===== config.mk =====
export PLATFORM = sky130hd
export DESIGN_NAME = collision_reader_flat
export DESIGN_NICKNAME = d
export VERILOG_FILES = /design/src/rtl/collision_reader_pkg.sv /design/src/rtl/collision_reader_if.sv /design/src/rtl/collision_reader_next_pos.sv /design/src/rtl/collision_reader.sv /design/src/flat_wrapper.sv
export SDC_FILE = /design/constraint.sdc
export NUM_CORES = 1
export LEC_CHECK = 0
export CORE_MARGIN = 2
export CORE_UTILIZATION = 40
export DETAILED_ROUTE_END_ITERATION = 6
export DONT_BUFFER_PORTS = 1
export HOLD_SLACK_MARGIN = 0.12
export PLACE_DENSITY = 0.53
export SLEW_MARGIN = 20
export SYNTH_ARGS = -nofsm -noshare
export SYNTH_HDL_FRONTEND = slang
export SYNTH_SLANG_ARGS = --single-unit

===== constraint.sdc =====
create_clock -name CLOCK_50 -period 3.4 [get_ports CLOCK_50]
set_input_delay 0.51 -clock CLOCK_50 [delete_from_list [all_inputs] [get_ports CLOCK_50]]
set_output_delay 0.51 -clock CLOCK_50 [all_outputs]
set_load 0.01 [all_outputs]

===== src/rtl/collision_reader_pkg.sv =====
// Shared types and constants for the board-collision reader: board limits,
// direction codes, head-position layout and the one-cell step rule.
package collision_reader_pkg;

  localparam int unsigned X_MAX_DEF     = 160;
  localparam int unsigned Y_MAX_DEF     = 120;
  localparam logic [2:0]  BG_COLOUR_DEF = 3'b000;
  localparam int unsigned N_PLAYERS     = 4;

  localparam logic [1:0] DIR_UP    = 2'b00;
  localparam logic [1:0] DIR_DOWN  = 2'b01;
  localparam logic [1:0] DIR_LEFT  = 2'b10;
  localparam logic [1:0] DIR_RIGHT = 2'b11;

  typedef struct packed {
    logic [7:0] x;
    logic [6:0] y;
  } pos_t;

  typedef enum logic [2:0] {
    ST_IDLE    = 3'd0,
    ST_CALC    = 3'd1,
    ST_ADDR    = 3'd2,
    ST_WAIT    = 3'd3,
    ST_CHECK   = 3'd4,
    ST_RESOLVE = 3'd5,
    ST_DONE    = 3'd6
  } state_t;

  // Fields wrap at their own width, so moving off an edge lands far out of range.
  function automatic pos_t step_pos(input pos_t p, input logic [1:0] dir);
    pos_t n;
    n = p;
    case (dir)
      DIR_UP:    n.y = p.y - 7'd1;
      DIR_DOWN:  n.y = p.y + 7'd1;
      DIR_LEFT:  n.x = p.x - 8'd1;
      DIR_RIGHT: n.x = p.x + 8'd1;
      default:   n = p;
    endcase
    return n;
  endfunction

endpackage


===== src/rtl/collision_reader_if.sv =====
// Tick handshake, player inputs, board RAM read port and alive flags of the
// collision reader; slave is the reader itself, master is the surrounding game.
interface collision_reader_if;

  logic        start;
  logic [14:0] p1;
  logic [14:0] p2;
  logic [14:0] p3;
  logic [14:0] p4;
  logic [1:0]  p1d;
  logic [1:0]  p2d;
  logic [1:0]  p3d;
  logic [1:0]  p4d;
  logic [14:0] ram_address;
  logic [2:0]  ram_q;
  logic        busy;
  logic        done;
  logic [3:0]  alive;

  modport slave (
    input  start, p1, p2, p3, p4, p1d, p2d, p3d, p4d, ram_q,
    output ram_address, busy, done, alive
  );

  modport master (
    output start, p1, p2, p3, p4, p1d, p2d, p3d, p4d, ram_q,
    input  ram_address, busy, done, alive
  );

endinterface


===== src/rtl/collision_reader_next_pos.sv =====
// Combinational next-cell and off-board flag for one player; the movement
// logic instantiates the same block so collision and motion always agree.
module collision_reader_next_pos
  import collision_reader_pkg::*;
#(
  parameter int unsigned X_MAX = X_MAX_DEF,
  parameter int unsigned Y_MAX = Y_MAX_DEF
) (
  input  pos_t       pos_i,
  input  logic [1:0] dir_i,
  output pos_t       next_o,
  output logic       oob_o
);

  localparam logic [8:0] X_LIM = 9'(X_MAX);
  localparam logic [7:0] Y_LIM = 8'(Y_MAX);

  pos_t next_s;
  logic oob_s;

  // Step the head and flag any coordinate beyond the board.
  always_comb begin
    next_s = step_pos(pos_i, dir_i);
    oob_s  = ({1'b0, next_s.x} >= X_LIM) || ({1'b0, next_s.y} >= Y_LIM);
  end

  assign next_o = next_s;
  assign oob_o  = oob_s;

endmodule


===== src/rtl/collision_reader.sv =====
// Per-tick collision scan: reads each player's next cell from the board RAM,
// then kills players that hit a trail, leave the board or meet head-on.
module collision_reader
  import collision_reader_pkg::*;
#(
  parameter int unsigned X_MAX       = X_MAX_DEF,
  parameter int unsigned Y_MAX       = Y_MAX_DEF,
  parameter logic [2:0]  BG_COLOUR   = BG_COLOUR_DEF,
  parameter int unsigned RAM_LATENCY = 1
) (
  input logic               CLOCK_50,
  input logic               reset,
  collision_reader_if.slave bus
);

  localparam int unsigned    WCNT_W = (RAM_LATENCY > 1) ? $clog2(RAM_LATENCY) : 1;
  localparam logic [WCNT_W-1:0] LAT_M1 = WCNT_W'(RAM_LATENCY - 1);
  localparam logic [WCNT_W-1:0] W_ONE  = WCNT_W'(1);

  pos_t        pos_s  [N_PLAYERS];
  logic [1:0]  dir_s  [N_PLAYERS];
  pos_t        step_s [N_PLAYERS];
  logic [3:0]  oob_s;
  logic [3:0]  clash_s;

  state_t            state_q;
  pos_t              next_q [N_PLAYERS];
  logic [3:0]        oob_q;
  logic [3:0]        hit_q;
  logic [3:0]        alive_q;
  logic [1:0]        idx_q;
  logic [WCNT_W-1:0] wait_q;
  logic [14:0]       ram_address_q;
  logic              busy_q;
  logic              done_q;

  assign pos_s[0] = bus.p1;
  assign pos_s[1] = bus.p2;
  assign pos_s[2] = bus.p3;
  assign pos_s[3] = bus.p4;
  assign dir_s[0] = bus.p1d;
  assign dir_s[1] = bus.p2d;
  assign dir_s[2] = bus.p3d;
  assign dir_s[3] = bus.p4d;

  for (genvar gi = 0; gi < N_PLAYERS; gi++) begin : g_np
    collision_reader_next_pos #(
      .X_MAX (X_MAX),
      .Y_MAX (Y_MAX)
    ) u_next_pos (
      .pos_i  (pos_s[gi]),
      .dir_i  (dir_s[gi]),
      .next_o (step_s[gi]),
      .oob_o  (oob_s[gi])
    );
  end

  // Head-on detection among live players only; dead players cannot kill.
  always_comb begin
    clash_s = 4'b0000;
    for (int i = 0; i < N_PLAYERS; i++) begin
      for (int j = 0; j < N_PLAYERS; j++) begin
        if ((i != j) && alive_q[i] && alive_q[j] && (next_q[i] == next_q[j])) begin
          clash_s[i] = 1'b1;
        end else begin
          clash_s[i] = clash_s[i];
        end
      end
    end
  end

  // Scan sequencer: every player is read even when dead so latency is fixed.
  always_ff @(posedge CLOCK_50) begin
    if (reset) begin
      state_q       <= ST_IDLE;
      alive_q       <= 4'b1111;
      busy_q        <= 1'b0;
      done_q        <= 1'b0;
      ram_address_q <= 15'd0;
      oob_q         <= 4'b0000;
      hit_q         <= 4'b0000;
      idx_q         <= 2'd0;
      wait_q        <= '0;
      for (int i = 0; i < N_PLAYERS; i++) begin
        next_q[i] <= 15'd0;
      end
    end else begin
      done_q <= 1'b0;
      case (state_q)
        ST_IDLE: begin
          if (bus.start) begin
            state_q <= ST_CALC;
            busy_q  <= 1'b1;
          end
        end
        ST_CALC: begin
          for (int i = 0; i < N_PLAYERS; i++) begin
            next_q[i] <= step_s[i];
          end
          oob_q   <= oob_s;
          hit_q   <= 4'b0000;
          idx_q   <= 2'd0;
          state_q <= ST_ADDR;
        end
        ST_ADDR: begin
          // Off-board cells would alias real ones, so read a harmless address.
          ram_address_q <= oob_q[idx_q] ? 15'd0 : next_q[idx_q];
          wait_q        <= '0;
          state_q       <= ST_WAIT;
        end
        ST_WAIT: begin
          if (wait_q == LAT_M1) begin
            state_q <= ST_CHECK;
          end else begin
            wait_q <= wait_q + W_ONE;
          end
        end
        ST_CHECK: begin
          hit_q[idx_q] <= oob_q[idx_q] | (bus.ram_q != BG_COLOUR);
          if (idx_q == 2'd3) begin
            state_q <= ST_RESOLVE;
          end else begin
            idx_q   <= idx_q + 2'd1;
            state_q <= ST_ADDR;
          end
        end
        ST_RESOLVE: begin
          alive_q <= alive_q & ~(hit_q | clash_s);
          done_q  <= 1'b1;
          state_q <= ST_DONE;
        end
        ST_DONE: begin
          busy_q  <= 1'b0;
          state_q <= ST_IDLE;
        end
        default: begin
          busy_q  <= 1'b0;
          state_q <= ST_IDLE;
        end
      endcase
    end
  end

  assign bus.ram_address = ram_address_q;
  assign bus.busy        = busy_q;
  assign bus.done        = done_q;
  assign bus.alive       = alive_q;

endmodule

===== src/flat_wrapper.sv =====
// flat-port wrapper written by rule: the top's interface ports become plain ports
module collision_reader_flat import collision_reader_pkg::*;
#(
  parameter int unsigned X_MAX       = X_MAX_DEF,
  parameter int unsigned Y_MAX       = Y_MAX_DEF,
  parameter logic [2:0]  BG_COLOUR   = BG_COLOUR_DEF,
  parameter int unsigned RAM_LATENCY = 1
)
  (CLOCK_50, reset, bus_start, bus_p1, bus_p2, bus_p3, bus_p4, bus_p1d, bus_p2d, bus_p3d, bus_p4d, bus_ram_q, bus_ram_address, bus_busy, bus_done, bus_alive);
  collision_reader_if bus_i ();
  input logic CLOCK_50;
  input logic reset;
  input wire logic [$bits(bus_i.start)-1:0] bus_start;
  input wire logic [$bits(bus_i.p1)-1:0] bus_p1;
  input wire logic [$bits(bus_i.p2)-1:0] bus_p2;
  input wire logic [$bits(bus_i.p3)-1:0] bus_p3;
  input wire logic [$bits(bus_i.p4)-1:0] bus_p4;
  input wire logic [$bits(bus_i.p1d)-1:0] bus_p1d;
  input wire logic [$bits(bus_i.p2d)-1:0] bus_p2d;
  input wire logic [$bits(bus_i.p3d)-1:0] bus_p3d;
  input wire logic [$bits(bus_i.p4d)-1:0] bus_p4d;
  input wire logic [$bits(bus_i.ram_q)-1:0] bus_ram_q;
  output wire logic [$bits(bus_i.ram_address)-1:0] bus_ram_address;
  output wire logic [$bits(bus_i.busy)-1:0] bus_busy;
  output wire logic [$bits(bus_i.done)-1:0] bus_done;
  output wire logic [$bits(bus_i.alive)-1:0] bus_alive;
  assign bus_i.start = bus_start;
  assign bus_i.p1 = bus_p1;
  assign bus_i.p2 = bus_p2;
  assign bus_i.p3 = bus_p3;
  assign bus_i.p4 = bus_p4;
  assign bus_i.p1d = bus_p1d;
  assign bus_i.p2d = bus_p2d;
  assign bus_i.p3d = bus_p3d;
  assign bus_i.p4d = bus_p4d;
  assign bus_i.ram_q = bus_ram_q;
  assign bus_ram_address = bus_i.ram_address;
  assign bus_busy = bus_i.busy;
  assign bus_done = bus_i.done;
  assign bus_alive = bus_i.alive;
  collision_reader #(.X_MAX(X_MAX), .Y_MAX(Y_MAX), .BG_COLOUR(BG_COLOUR), .RAM_LATENCY(RAM_LATENCY)) u_core (.CLOCK_50(CLOCK_50), .reset(reset), .bus(bus_i));
endmodule

==> impl_results.md <==
* XOR/XNOR Fraction of Synth Area at 13.2%
* CP Data Required Time at 3.66 ns
* Ranking of synthesized cells by area: edfxtp_1, dfxtp_1, ha_1
* Max clock buf depth at 2
* Mapped Nets at about 1,000
* Die X at 145 um
* RePlAce Congestion at 0.904
* Initial antenna violation count at 0
* Post-synth top cells: nor2_1, a21oi_1, xnor2_1
* Max Cap Violations at 0
* Routed vias at 6,224
* Final hold vios at 0
* # rows at 51
* Area share of the largest cell type after synthesis at 22.7%
* Worst-Skew Late Latency at 0.35 ns
* All-Layer GR Usage at around a fifth
* Vias in the first global route at 6,155
* CP cell instances: nand2b_1 -> inv_1 -> fa_1 -> and3b_1 -> o221a_1 -> mux2i_1 -> a311oi_1 -> or4_1 -> o311ai_1
* Crit path DAT at 2.81 ns
* Vias/cell at 5.53
* DIE AREA at 0.0210 mm2
* Pwr Total at around 3500 uW
* Final setup fails at 0
* Gate count of the mapped netlist at 869
* Setup TNS at 0 ns
* TritonRoute pass-1 iters at 4
* CTS Buf Count at 9
* Hold-fix buffers at CTS at 0
* Pleak at 0.00329 uW
* Post-DP HPWL at approximately 16,000 um
* DRT iter0 DRCs at 339
* Met2 Use GR at 29.8%
* # Post-CTS Setup Buffers at 0
* Most frequent cell after synthesis: nor2_1
* CTS root buf: clkbuf_16
* Seq/Total Area, Yosys at 31.7%
* Outcome: complete, no violations
* Async set or reset register ratio after synthesis at 0%
* Number of H-tree levels at 3
* PD cells at ~410 mW/mm2
* Synth cell types at 63
* Synth area leader: edfxtp_1
* Core area at around 0.019 mm2
* Yosys reg bits at 96
* Global route hottest layer: met2
* Fillers at a little under 2,000
* NumNets Final at 992
* Ys Warns at 0
* Number of synthesized flops with an enable pin at 60
* Layout Cells excl Fill at 1,126
* CTS tree: built
* Max Transition Viols Final at 0
* Max Clk Rate at 0.392 GHz
* Minimum clock period at between 2 and 3 ns
* Critical path capture point type: register
* Tcrit/Tclk final at 75.1%
* Ant diodes at 0
* Mapped Area at 0.00795 mm2
* Post-Synth Adder-Cell Area at 10.5%
* Sink Count at 96
* Post-CTS Resized at 0
* Worst Max-Slew Pin Slew at a little over 1 ns
* Area Growth Syn to Fin at 7.79%
* Ports at between 90 and 100
* GRT met3 Usage at under 10%
* Skew final at 0.00370 ns
* Maximum fanout along the worst path at 22
* Family with the most delay on the worst path: simple AND/OR/NAND/NOR gates
* Overflow after GRT at 0
* Ys flop type: edfxtp_1
* Routed WL per cell at 17.8 um
* Largest net degree at the start of global routing at 44
* Peak VDD IR at 197 uV
* Slowest CP cell: or4_1
* Share of cells above drive strength 1 at ~5.8%
* Critical Path Max Stage Delay at 0.53 ns
* Critical path class: primary input to register
* DRC violation count after routing at 0
* Max_slew headroom at 32.8%
* Clock transition at path regs at roughly 0.060 ns
* Largest family of logic cells by synthesized area: simple AND/OR/NAND/NOR gates
* # port buffers at 0
* Min-Delay Path Class: primary input to register
* Met1 Use GR at between 20 and 30%
* Post-synthesis compound-gate area fraction at 14.3%
* Mux cell area share after synthesis at 7.32%
* Reg2Reg Setup Slack at 1.02 ns
* Starting Density at 40.9%
* First-pass GRT wire length at between 30,000 and 40,000 um
* Antenna Nets Post-Route at 0
* Buf+Inv Stages, Crit Path at 1
* Placed cell count at between 1,000 and 1,500
* Simple-Gate Fraction of Synth Area at 19.4%
* Hold Slack at 0.226 ns
* Final wirelength at 20,100 um
* Mean Syn Cell Area at 9.15 um2
* Crit start category: primary input
* RSZ-0062 raised after global routing: false
* Chip height at 145 um
[per-stage QoR]
stage	worst slack [ns]	cell area [um2]	utilization, %
finish	0.847	8570	44.0
global route	0.667	8570	44.0
CTS	0.853	8570	44.0
detailed placement	0.494	8200	42.1
global placement	0.504	8200	42.1
floorplan	0.232	7950	-
[power breakdown]
part | switching, uW | internal, uW
Combinational | 424 | 392
Clock | 439 | 795
Sequential | 159 | 1340
Total | 1020 | 2520
[area by class of cell]
type                       instances  area (um2)  area share, %
multi-input combinational        704        5150           60.1
timing repair buffer               7        52.6          0.613
clock buffer                       9         225           2.63
sequential                        96        2520           29.4
inverter                          38         143           1.66
tap                              265         332           3.87
clock inverter                     7         143           1.66
[state kept, by name (all words and copies together), names as in the netlist, named ones only]
register                flops
u_core.bus.alive            4
u_core.bus.busy             1
u_core.bus.done             1
u_core.bus.ram_address     15
u_core.hit_q                4
u_core.idx_q                2
u_core.next_q              60
u_core.oob_q                4
u_core.state_q              3
[per-layer routing]
| metal | part of all wire (%) | up-vias |
|---|---|---|
| met3 | 5.7 | 22 |
| met4 | 1.7 | 0 |
| li1 | - | 3144 |
| met5 | 0 | - |
| met2 | 43 | 149 |
| met1 | 49 | 2909 |
[cell usage in the layout, fill, tap and decap left out, types with 4 or more instances in the layout]
master,count
o211ai_1,7
nand2_1,59
dfxtp_1,36
nand2b_1,12
o21bai_1,5
or3_1,4
or2_2,5
nor2b_1,13
mux4_2,15
inv_1,36
ha_1,54
o2bb2ai_1,4
o31a_1,5
clkbuf_16,9
and2_1,5
o21ai_0,18
buf_4,7
fa_1,8
a21o_1,7
o21ai_1,8
nand3_1,42
edfxtp_1,60
a21oi_1,65
nor4_1,16
a211oi_1,17
mux2i_1,21
nand3b_1,7
nor2_1,84
xnor2_1,65
o21a_1,10
a211o_1,5
xor2_1,55
nor4b_1,6
a31oi_1,6
nand4_1,13
nor3_1,19
or4_1,4
bufinv_16,4
[final timing paths]
| kind | from | endpoint | depth (start not counted) |
|---|---|---|---|
| worst max-delay path | bus_p3d[1] | u_core.oob_q[2]$_SDFFE_PP0P_ | 9 |
| worst min-delay path | reset | u_core.state_q[2]$_SDFFE_PP0P_ | 1 |
| worst max register to register | u_core.next_q[1][8]$_SDFFCE_PN0P_ | u_core.bus.alive[1]$_SDFFE_PP1P_ | 6 |
| worst min register to register | u_core.hit_q[2]$_SDFFE_PP0P_ | u_core.hit_q[2]$_SDFFE_PP0P_ | 2 |
[cells by family (layout without fill, tap and decap cells)]
family,count (synthesis),in the layout
AO/OA/AOI/OAI,177,177
flip-flops,96,96
AND/OR/NAND/NOR,306,306
buffers and inverters,69,61
multiplexers,39,39
XOR/XNOR,120,120
adder cells (fa/ha/maj),62,62
Note: power is estimated with default switching activity, not from simulation.
